===== config.mk =====
export PLATFORM = sky130hd
export DESIGN_NAME = nv_nvdla_mcif_write_cq
export DESIGN_NICKNAME = d
export VERILOG_FILES = /design/src/rtl/nv_nvdla_mcif_write_cq_pkg.sv /design/src/rtl/nv_nvdla_mcif_write_cq_fifo.sv /design/src/rtl/nv_nvdla_mcif_write_cq.sv
export SDC_FILE = /design/constraint.sdc
export NUM_CORES = 1
export LEC_CHECK = 0
export ABC_AREA = 1
export CORE_MARGIN = 3
export CORE_UTILIZATION = 45
export CTS_CLUSTER_DIAMETER = 100
export DETAILED_ROUTE_END_ITERATION = 8
export GPL_TIMING_DRIVEN = 0
export HOLD_SLACK_MARGIN = 0.12
export PLACE_DENSITY = 0.64
export REMOVE_ABC_BUFFERS = 1
export SLEW_MARGIN = 20
export SYNTH_ARGS = -nofsm -noshare
export SYNTH_HDL_FRONTEND = slang
export SYNTH_HIERARCHICAL = 1
export SYNTH_SLANG_ARGS = --single-unit

===== constraint.sdc =====
create_clock -name nvdla_core_clk -period 2.7 [get_ports nvdla_core_clk]
set_clock_uncertainty 0.2 [all_clocks]
set_input_delay 0.54 -clock nvdla_core_clk [delete_from_list [all_inputs] [get_ports nvdla_core_clk]]
set_output_delay 0.54 -clock nvdla_core_clk [all_outputs]
set_load 0.1 [all_outputs]

===== src/rtl/nv_nvdla_mcif_write_cq_pkg.sv =====
// Shared defaults and entry layout for the write completion queue.
package nv_nvdla_mcif_write_cq_pkg;

    localparam int CQ_THREADS = 5;
    localparam int CQ_DEPTH   = 8;
    localparam int CQ_PD_W    = 3;

    localparam int LEN_MSB = 2;
    localparam int LEN_LSB = 1;
    localparam int ACK_BIT = 0;

    typedef struct packed {
        logic [LEN_MSB-LEN_LSB:0] len;
        logic                     require_ack;
    } cq_entry_t;

endpackage


===== src/rtl/nv_nvdla_mcif_write_cq_fifo.sv =====
// One per-thread in-order FIFO of DEPTH x PD_W entries, pointers wrap modulo DEPTH.
// Latency: a pushed entry shows on head_pd/!empty one cycle later; no bypass.
// Backpressure: push is ignored when full, pop is ignored when empty.
module nv_nvdla_mcif_write_cq_fifo #(
    parameter int DEPTH = 8,
    parameter int PD_W  = 3
) (
    input  logic                     clk,
    input  logic                     rst,
    input  logic                     push,
    input  logic [PD_W-1:0]          push_pd,
    input  logic                     pop,
    output logic                     full,
    output logic                     empty,
    output logic [$clog2(DEPTH):0]   count,
    output logic [PD_W-1:0]          head_pd
);

    localparam int AW = $clog2(DEPTH);
    localparam int CW = AW + 1;

    logic [PD_W-1:0] mem [DEPTH];
    logic [AW-1:0]   rd_ptr;
    logic [AW-1:0]   wr_ptr;
    logic            do_push;
    logic            do_pop;

    assign full    = (count == CW'(DEPTH));
    assign empty   = (count == '0);
    assign do_push = push & ~full;
    assign do_pop  = pop & ~empty;
    assign head_pd = mem[rd_ptr];

    always_ff @(posedge clk) begin
        if (rst) begin
            rd_ptr <= '0;
            wr_ptr <= '0;
            count  <= '0;
        end else begin
            if (do_push) wr_ptr <= wr_ptr + 1'b1;
            if (do_pop)  rd_ptr <= rd_ptr + 1'b1;
            count <= count + CW'(do_push) - CW'(do_pop);
        end
    end

    // Storage is deliberately not reset; contents are meaningless while empty.
    always_ff @(posedge clk) begin
        if (do_push && !rst) mem[wr_ptr] <= push_pd;
    end

endmodule


===== src/rtl/nv_nvdla_mcif_write_cq.sv =====
// Per-AXI-ID write completion queue: one FIFO per thread, plus idle and bad-ID flags.
// Latency: push visible at the thread head one cycle after acceptance; cq_idle registered.
// Backpressure: cq_wr_prdy drops only for a full target thread; illegal IDs are always accepted.
module nv_nvdla_mcif_write_cq
    import nv_nvdla_mcif_write_cq_pkg::*;
#(
    parameter int THREADS = CQ_THREADS,
    parameter int DEPTH   = CQ_DEPTH,
    parameter int PD_W    = CQ_PD_W
) (
    input  logic                    nvdla_core_clk,
    input  logic                    nvdla_core_rst,
    input  logic                    cq_wr_pvld,
    output logic                    cq_wr_prdy,
    input  logic [2:0]              cq_wr_thread_id,
    input  logic [PD_W-1:0]         cq_wr_pd,
    output logic [THREADS-1:0]      cq_rd_pvld,
    output logic [THREADS*PD_W-1:0] cq_rd_pd,
    input  logic [THREADS-1:0]      cq_rd_prdy,
    output logic                    cq_idle,
    output logic                    cq_err_id
);

    localparam int CW = $clog2(DEPTH) + 1;

    logic [THREADS-1:0] full;
    logic [THREADS-1:0] empty;
    logic [THREADS-1:0] push_sel;
    logic [THREADS-1:0] pop_sel;
    logic [THREADS-1:0] nxt_zero;
    logic [CW-1:0]      count [THREADS];
    logic               id_legal;

    assign id_legal   = (int'(cq_wr_thread_id) < THREADS);
    assign pop_sel    = cq_rd_prdy & ~empty;
    assign cq_rd_pvld = ~empty;

    // Fullness is judged before this cycle's pop, so a full thread refuses even while draining.
    always_comb begin
        cq_wr_prdy = 1'b1;
        push_sel   = '0;
        for (int i = 0; i < THREADS; i++) begin
            if (int'(cq_wr_thread_id) == i) begin
                cq_wr_prdy  = ~full[i];
                push_sel[i] = cq_wr_pvld & ~full[i];
            end
        end
    end

    always_comb begin
        nxt_zero = '0;
        for (int i = 0; i < THREADS; i++) begin
            nxt_zero[i] = ~push_sel[i] &
                          ((count[i] == '0) || ((count[i] == CW'(1)) && pop_sel[i]));
        end
    end

    always_ff @(posedge nvdla_core_clk) begin
        if (nvdla_core_rst) begin
            cq_idle   <= 1'b1;
            cq_err_id <= 1'b0;
        end else begin
            cq_idle   <= &nxt_zero;
            cq_err_id <= cq_err_id | (cq_wr_pvld & ~id_legal);
        end
    end

    for (genvar g = 0; g < THREADS; g++) begin : g_thread
        nv_nvdla_mcif_write_cq_fifo #(
            .DEPTH (DEPTH),
            .PD_W  (PD_W)
        ) u_fifo (
            .clk     (nvdla_core_clk),
            .rst     (nvdla_core_rst),
            .push    (push_sel[g]),
            .push_pd (cq_wr_pd),
            .pop     (cq_rd_prdy[g]),
            .full    (full[g]),
            .empty   (empty[g]),
            .count   (count[g]),
            .head_pd (cq_rd_pd[g*PD_W +: PD_W])
        );
    end

endmodule


* Word level (Yosys, flattened, before mapping)
Memories as Yosys holds them, arrays and structs flattened. A register that Yosys moved wholly into a read port is not among the register bits.
Cells that the tools add are included.
** Operators by class
- Bitwise operators :: 40
- Equal/unequal tests :: 14
- Shifts and indexed selects :: 0
- Divide/modulo/power cells :: 0
- $lt $le $gt $ge :: 1
- Reductions and logical operators :: 23
- Add/subtract/negate cells :: 20
- $mul :: 0
- Muxes and demuxes :: 30
** Operator list (count)
- $add 3x1->3 const B :: 10
- $mux 3 :: 10
- $and 1x1->1 :: 21
- $add 4x1->4 :: 5
- $eq 4x1->1 const B :: 5
- $eq 4x4->1 const B :: 5
- $logic_not 4->1 :: 5
- $mux 1 :: 20
- $sub 4x1->4 :: 5
- $not 1->1 :: 16
- $logic_and 1x1->1 :: 10
- $eq 3x3->1 const B :: 3
- $and 5x5->5 :: 1
- $logic_or 1x1->1 :: 5
- $not 5->5 :: 1
- $reduce_and 5->1 :: 1
- $eq 3x2->1 const B :: 1
- $logic_not 3->1 :: 1
- $lt 3x3->1 const B :: 1
- $logic_not 1->1 :: 1
- $or 1x1->1 :: 1
** Word-level totals
- ROM bits :: 0
- Latch bits :: 0
- Register bits after elaboration :: 52
- Memories kept :: 5
- Input port bits :: 14
- Bits in writable memories :: 120
- Output and inout bits :: 23
** Memories
- g_thread[0].u_fifo.mem :: words 8, bits a word 3, read ports 1, clocked after memory_dff 1, write ports 1, line nv_nvdla_mcif_write_cq_fifo.sv:22 : logic [PD_W-1:0] mem [DEPTH];
- g_thread[1].u_fifo.mem :: words 8, bits a word 3, read ports 1, clocked after memory_dff 1, write ports 1, line nv_nvdla_mcif_write_cq_fifo.sv:22
- g_thread[2].u_fifo.mem :: words 8, bits a word 3, read ports 1, clocked after memory_dff 1, write ports 1, line nv_nvdla_mcif_write_cq_fifo.sv:22
- g_thread[3].u_fifo.mem :: words 8, bits a word 3, read ports 1, clocked after memory_dff 1, write ports 1, line nv_nvdla_mcif_write_cq_fifo.sv:22
- g_thread[4].u_fifo.mem :: words 8, bits a word 3, read ports 1, clocked after memory_dff 1, write ports 1, line nv_nvdla_mcif_write_cq_fifo.sv:22

* Longest topological paths before layout
Gate-level depths: netlist of the first run.
- Depth in word-level cells :: 8
- Depth in mapped cells :: 17
- Gate-level depth less buffers :: 17

* Hierarchy
Netlist of the first run, hierarchy kept.
** By module, submodules not included
- nv_nvdla_mcif_write_cq_fifo at g_thread[1].u_fifo ... :: area an instance 1814.2 um^2, cells each 207, times used 4
- nv_nvdla_mcif_write_cq_fifo at g_thread[0].u_fifo :: area an instance 1830.5 um^2, cells each 206, times used 1
- nv_nvdla_mcif_write_cq :: area an instance 357.8 um^2, cells each 80, times used 1

* Least setup slack after synthesis of the first run
No wires, ideal clock.
- Path type :: reg2reg
- From :: reg g_thread[0].u_fifo.count[2]
- To :: reg g_thread[0].u_fifo.count[2]
- Setup time :: 117 ps
- Data arrival time :: 2363 ps
- Stages on the path, launching flop included :: 15
- Setup slack :: 20 ps
- Path through :: dfxtp_1 inv_1 ha_1 nand2_4 inv_1 nand3b_1 nor2_1 a21boi_4 nand2_1 nand2_1 ha_1 inv_1 fa_1 o21ai_1 a21oi_1
** Between the ends
- Longest elaborated chain between the ends :: 7
- Elaborated cells on any way between the ends :: 10
** RTL lines
- from (decl) :: line nv_nvdla_mcif_write_cq_fifo.sv:15 : output logic [$clog2(DEPTH):0] count,
- from (signal assigned) :: line nv_nvdla_mcif_write_cq_fifo.sv:42 : count <= count + CW'(do_push) - CW'(do_pop);
- $eq 4x4->1 :: line nv_nvdla_mcif_write_cq_fifo.sv:28 : assign full = (count == CW'(DEPTH));
- via full[0] :: line nv_nvdla_mcif_write_cq.sv:26 : logic [THREADS-1:0] full;
- $not 1->1 :: line nv_nvdla_mcif_write_cq.sv:45 : push_sel[i] = cq_wr_pvld & ~full[i];
- $and 1x1->1 :: line nv_nvdla_mcif_write_cq.sv:45
- $mux 1 :: line nv_nvdla_mcif_write_cq.sv:43 : if (int'(cq_wr_thread_id) == i) begin
- via push_sel[0] :: line nv_nvdla_mcif_write_cq.sv:28 : logic [THREADS-1:0] push_sel;
- $and 1x1->1 :: line nv_nvdla_mcif_write_cq_fifo.sv:30 : assign do_push = push & ~full;
- $add 4x1->4 :: line nv_nvdla_mcif_write_cq_fifo.sv:42
- $sub 4x1->4 :: line nv_nvdla_mcif_write_cq_fifo.sv:42
The timed path passes the listed nets, and every way through them passes these cells.
A chain may end at the register's enable or synchronous reset.

* Final worst setup path of the first run
- From :: reg cq_err_id
- To :: out cq_err_id
** RTL lines
- from (decl) :: line nv_nvdla_mcif_write_cq.sv:21 : output logic cq_err_id
- from (signal assigned) :: line nv_nvdla_mcif_write_cq.sv:64 : cq_err_id <= cq_err_id | (cq_wr_pvld & ~id_legal);
No word-level cell between the ends.

==> out/results.ini, run 1 <==
[drt]
post-route-drc-count = 0
firstDrtPassIters = 4
first_iter_violations = 298
via_per_inst = 4.568
vias = 6646
routedWlPerCell_um = 11.95
ant_nets = 0
wl_mm = 17.38

[flow_run]
drv_cap = 0

[power_and_ir_drop]
ir_drop_uv = 662.1
p_total_w = 0.01096
pwr-share-comb = 0.425
internal_power_w = 0.006202
leakage_nw = 5.038
clock_power_share = 0.234
p_seq_frac = 0.341
swShare = 0.4343
p_sw_w = 0.004762
power.density_nw_per_um2 = 1007

[grt]
overflow = 0
grt.total_usage = 0.1613
grt_pass1_vias = 6360
gr-max-usage-layer = met2
grt_pass1_wl_mm = 29.06
use_met2 = 0.2744
grtUsageMet3 = 0.02843
met1_usage = 0.2085
antenna_found_initial = 0
grt_max_degree = 30

[sta]
period_needed_ns = 2.644
hold_violations = 0
relSlewSlack = 0.3486
grt_setup_unrepaired = true
setup_ws_ns = 0.05588
maxSlewViolCount = 0
fmaxAchievable_mhz = 378.2
tightestPinTransition_ns = 0.9740
setup_viol = 0
post-route-period-util = 0.9793
holdWs_ns = 0.2833

[final_layout]
most-common-layout-cells = nand2_1, inv_1, nor2_1
syn2layout_area_growth_pct = 15.31
nNetsFinal = 1226
drive_above_1_share = 0.1536
final_core_util = 0.5331
multi_input_area_sq_um = 3631
layout_commonest_cell = nand2_1
area.sequential_sq_um = 4962
n_fill_cell = 1893
layoutNonFillerInstCount = 1455
diodes = 0

[floorplanning]
die_area_sq_um = 22760
io_pins = 37
core_area_sq_um = 20430
die_y_um = 150.9
start_util = 0.4623
num_rows = 52
dieWidth_um = 150.9

[clocking]
cts_made_buffers = 17
cts_tree = done
clk_latency_ns = 0.43
path_clk_slew_ns = 0.07
hold_buffers = 0
h-tree-depth = 4
cts_root_buf = clkbuf_16
cts.sinks = 187
clock_path_buffers = 2

[yosys]
yosysWarningCount = 6
synth.avg_cell_area_sq_um = 8.479
yosys_register_bits = 187
ys_types = 24
synth_area_sq_um = 9445
yosysSeqAreaShare = 0.5235
synth_cells = 1114

[critical_path]
worstSetupStartpointType = register
crit_fanout = 2
critical-path-top-delay-family = buffers and inverters
endpoint_kind = primary output
worstPathRequired_ns = 1.96
crit_buf_inv = 1
path_class = reg2out
cpPeakStageDelay_ns = 1.14
cp_cell_sequence = clkdlybuf4s50_1
arrival_ns = 1.90
slowest_stage = clkdlybuf4s50_1

[placement]
io_buffer_count = 36
pre_cts_slack_ns = -0.9225
place.gp.congestion = 0.7937
dpl.hpwl_mm = 12.47
dp_cells = 1408

[status]
status = finished, final reports clean

[worst_hold_path]
hold_class = reg2reg

final timing paths:
check	from	end	slack, ns	cells past startpoint
worst min-delay path	cq_err_id$_SDFF_PP0_	cq_err_id$_SDFF_PP0_	0.28	2
worst max-delay path	cq_err_id$_SDFF_PP0_	cq_err_id	0.06	1
worst min register to register	cq_err_id$_SDFF_PP0_	cq_err_id$_SDFF_PP0_	0.28	2
worst max register to register	g_thread[2].u_fifo/count[2]$_SDFF_PP0_	g_thread[2].u_fifo/count[1]$_SDFF_PP0_	0.16	15
per-layer routing:
layer | up-vias | routed length [um]
met3 | 14 | 387
li1 | 3553 | -
met5 | - | 0
met4 | 0 | 256
met1 | 3005 | 8219
met2 | 74 | 8519
synthesized netlist by cell type (all sizes together):
master / count / area (sq um)
o21ai: 5 / 25.02
nor3: 1 / 5.000
nand3: 98 / 558.0
nor2: 164 / 673.1
a21boi: 10 / 150.1
a21oi: 20 / 100.1
nand2: 326 / 1331
inv: 231 / 867.1
ha: 35 / 437.9
fa: 5 / 100.1
edfxtp: 120 / 3603
dfxtp: 67 / 1341
nand3b: 12 / 90.09
buf: 15 / 131.4
or2: 5 / 31.28
cell families after synthesis:
family | synth area share
buffers and inverters | 0.1057
DFF | 0.5235
and+or+nand+nor | 0.2847
AOI/OAI and AO/OA | 0.02914
adders and majority gates | 0.05696
per-stage QoR:
step                cell area, sq um  setup TNS, ns
floorplan                       9314              0
global placement               10010         -56.29
detailed placement             10070         -36.92
CTS                            10720        -0.4834
global route                   10890        -0.1164
finish                         10890              0
state kept, by name, indices dropped and copies added, names as in the netlist, named ones only:
| name | flops |
|---|---|
| g_thread.u_fifo/mem | 120 |
| g_thread.u_fifo/wr_ptr | 15 |
| g_thread.u_fifo/count | 20 |
| g_thread.u_fifo/rd_ptr | 15 |
| cq_idle | 1 |
| cq_err_id | 1 |
power by group through the flow:
| stage | Combinational, W | Clock (W) | Sequential [W] |
|---|---|---|---|
| after global placement | 0.00452 | 0 | 0.00377 |
| after global routing | 0.00518 | 0.00275 | 0.00380 |
| after detailed placement | 0.00460 | 0 | 0.00377 |
| after CTS | 0.00457 | 0.00263 | 0.00371 |
| final | 0.00466 | 0.00256 | 0.00374 |
| after floorplan | 0.00367 | 0 | 0.00369 |
area by class of cell:
cell class	count	share of cell area
multi-input cells	681	0.3334
flip-flops and latches	187	0.4556
clock inverters	15	0.01712
repair buffers	54	0.04423
well taps	270	0.03102
inverters	231	0.07961
clock buffers	17	0.03906
what timing repair did:
item	4_1_cts	5_1_grt
endpoints found under the setup margin	39	29
setup buffers	6	9
resized for setup	125	50
pin swaps	3	7
Note: power is estimated with default switching activity, not from simulation.
==> run 2: changes to the inputs <==
--- a/config.mk
+++ b/config.mk
@@ -6,6 +6,7 @@
 export NUM_CORES = 1
 export LEC_CHECK = 0
 export ABC_AREA = 1
+export CORE_ASPECT_RATIO = 0.9
 export CORE_MARGIN = 3
 export CORE_UTILIZATION = 45
 export CTS_CLUSTER_DIAMETER = 100
==> out/results.ini, run 2 (synthesized netlist as in run 1, its figures left out) <==
[floorplanning]
core_area_sq_um = 20290
num_rows = 49
die_y_um = 143.4
die_area_sq_um = 22770
dieWidth_um = 158.7
io_pins = 37
start_util = 0.4654

[power_and_ir_drop]
ir_drop_uv = 755.6
power.density_nw_per_um2 = 980.4
leakage_nw = 5.036

[clocking]
cts.sinks = 187
cts_tree = done
cts_root_buf = clkbuf_16
hold_buffers = 0
h-tree-depth = 4
clk_latency_ns = 0.43
cts_made_buffers = 17
path_clk_slew_ns = 0.07
clock_path_buffers = 2

[critical_path]
worstSetupStartpointType = register
slowest_stage = clkdlybuf4s50_1
crit_fanout = 1
arrival_ns = 1.90
path_class = reg2out
cp_cell_sequence = clkdlybuf4s50_1
crit_buf_inv = 1
worstPathRequired_ns = 1.96
cpPeakStageDelay_ns = 1.13
endpoint_kind = primary output
critical-path-top-delay-family = buffers and inverters

[grt]
overflow = 0
grt_pass1_vias = 6073
grt.total_usage = 0.1552
antenna_found_initial = 0
grt_max_degree = 29
grt_pass1_wl_mm = 28.57

[placement]
place.gp.congestion = 0.7589
io_buffer_count = 36
dpl.hpwl_mm = 12.17

[final_layout]
regMostFlops = g_thread.u_fifo/mem
layout_commonest_cell = nand2_1
largest_register_ffs = 120
reg_top3 = g_thread.u_fifo/mem (120), g_thread.u_fifo/count (20)
nNetsFinal = 1228
most-common-layout-cells = nand2_1, inv_1, nor2_1
syn2layout_area_growth_pct = 14.89
drive_above_1_share = 0.1550
diodes = 0

[sta]
relSlewSlack = 0.3506
hold_violations = 0
period_needed_ns = 2.636
fmaxAchievable_mhz = 379.3
tightestPinTransition_ns = 0.9710
maxSlewViolCount = 0
post-route-period-util = 0.9765
fin_tns_setup_ns = 0
setup_viol = 0
grt_setup_unrepaired = true
holdWs_ns = 0.2862

[worst_hold_path]
hold_class = reg2reg

[drt]
ant_nets = 0
wl_met1_mm = 8.406
vias = 6665
first_iter_violations = 279
highest_layer = met4
route.met2.wl_mm = 7.833
wl_mm = 17.12
post-route-drc-count = 0
routedWlPerCell_um = 11.67
dr_wl_met3_um = 574
firstDrtPassIters = 5
via_per_inst = 4.543

[flow_run]
drv_cap = 0

[status]
status = finished, final reports clean

## run 2: changes by cell type in the layout (fill, tap and decap cells not counted), moves of 2 or more
cell             delta
buf_2               +4
inv_8               -2
clkbuf_4            +3
bufinv_16           -3
inv_6               +2
buf_4               -5
dlymetal6s2s_1      +3
clkinvlp_4          +2
clkdlybuf4s50_1     -2
## run 2: area by class of cell
type                       instances  area, sq um
clock inverter                    14        115.1
fill                            1842         9442
clock buffer                      18        429.2
sequential                       187         4961
multi-input combinational        681         3633
inverter                         231        867.1
tap                              280        350.3
timing repair buffer              56        495.5
## run 2: report_power, final
group	switching, W	internal, W	leakage (nW)	total, W
registers	0.000406	0.00334	1.63	0.00375
logic	0.00327	0.00134	3.15	0.00461
clock network	0.00109	0.00120	0.256	0.00228
total	0.00476	0.00588	5.04	0.0106
## run 2: worst paths after layout
path	slack, ns	cells past startpoint	to	from
min reg2reg	0.29	2	cq_err_id$_SDFF_PP0_	cq_err_id$_SDFF_PP0_
max reg2reg	0.12	13	g_thread[0].u_fifo/count[1]$_SDFF_PP0_	g_thread[0].u_fifo/count[2]$_SDFF_PP0_
max	0.06	1	cq_idle	cq_idle$_SDFF_PP1_
min	0.29	2	cq_err_id$_SDFF_PP0_	cq_err_id$_SDFF_PP0_
## run 2: routing by layer
layer | vias up | GRT usage
li1 | 3558 | -
met1 | 3010 | 0.2056
met2 | 77 | 0.2588
met3 | 20 | 0.02738
met4 | 0 | 0.05804
met5 | - | 0
## run 2: through the flow
stage | utilization | total power (W) | worst slack [ns] | cell area [sq um] | cells
after floorplan | - | 0.007365 | 0.01979 | 9314 | 1099
after global placement | 0.4940 | 0.008290 | -0.9118 | 10020 | 1415
after detailed placement | 0.4969 | 0.008354 | -0.9042 | 10080 | 1418
after CTS | 0.5238 | 0.01059 | -0.1081 | 10630 | 1452
after global routing | 0.5347 | 0.01137 | -0.02559 | 10850 | 1467
final | 0.5347 | 0.01064 | 0.06357 | 10850 | 1467
## run 2: timing repair
| item | 4_1_cts | 5_1_grt |
|---|---|---|
| endpoints found under the setup margin | 37 | 28 |
| pin swaps | 0 | 12 |
| setup buffers | 2 | 15 |
| resized for setup | 119 | 54 |
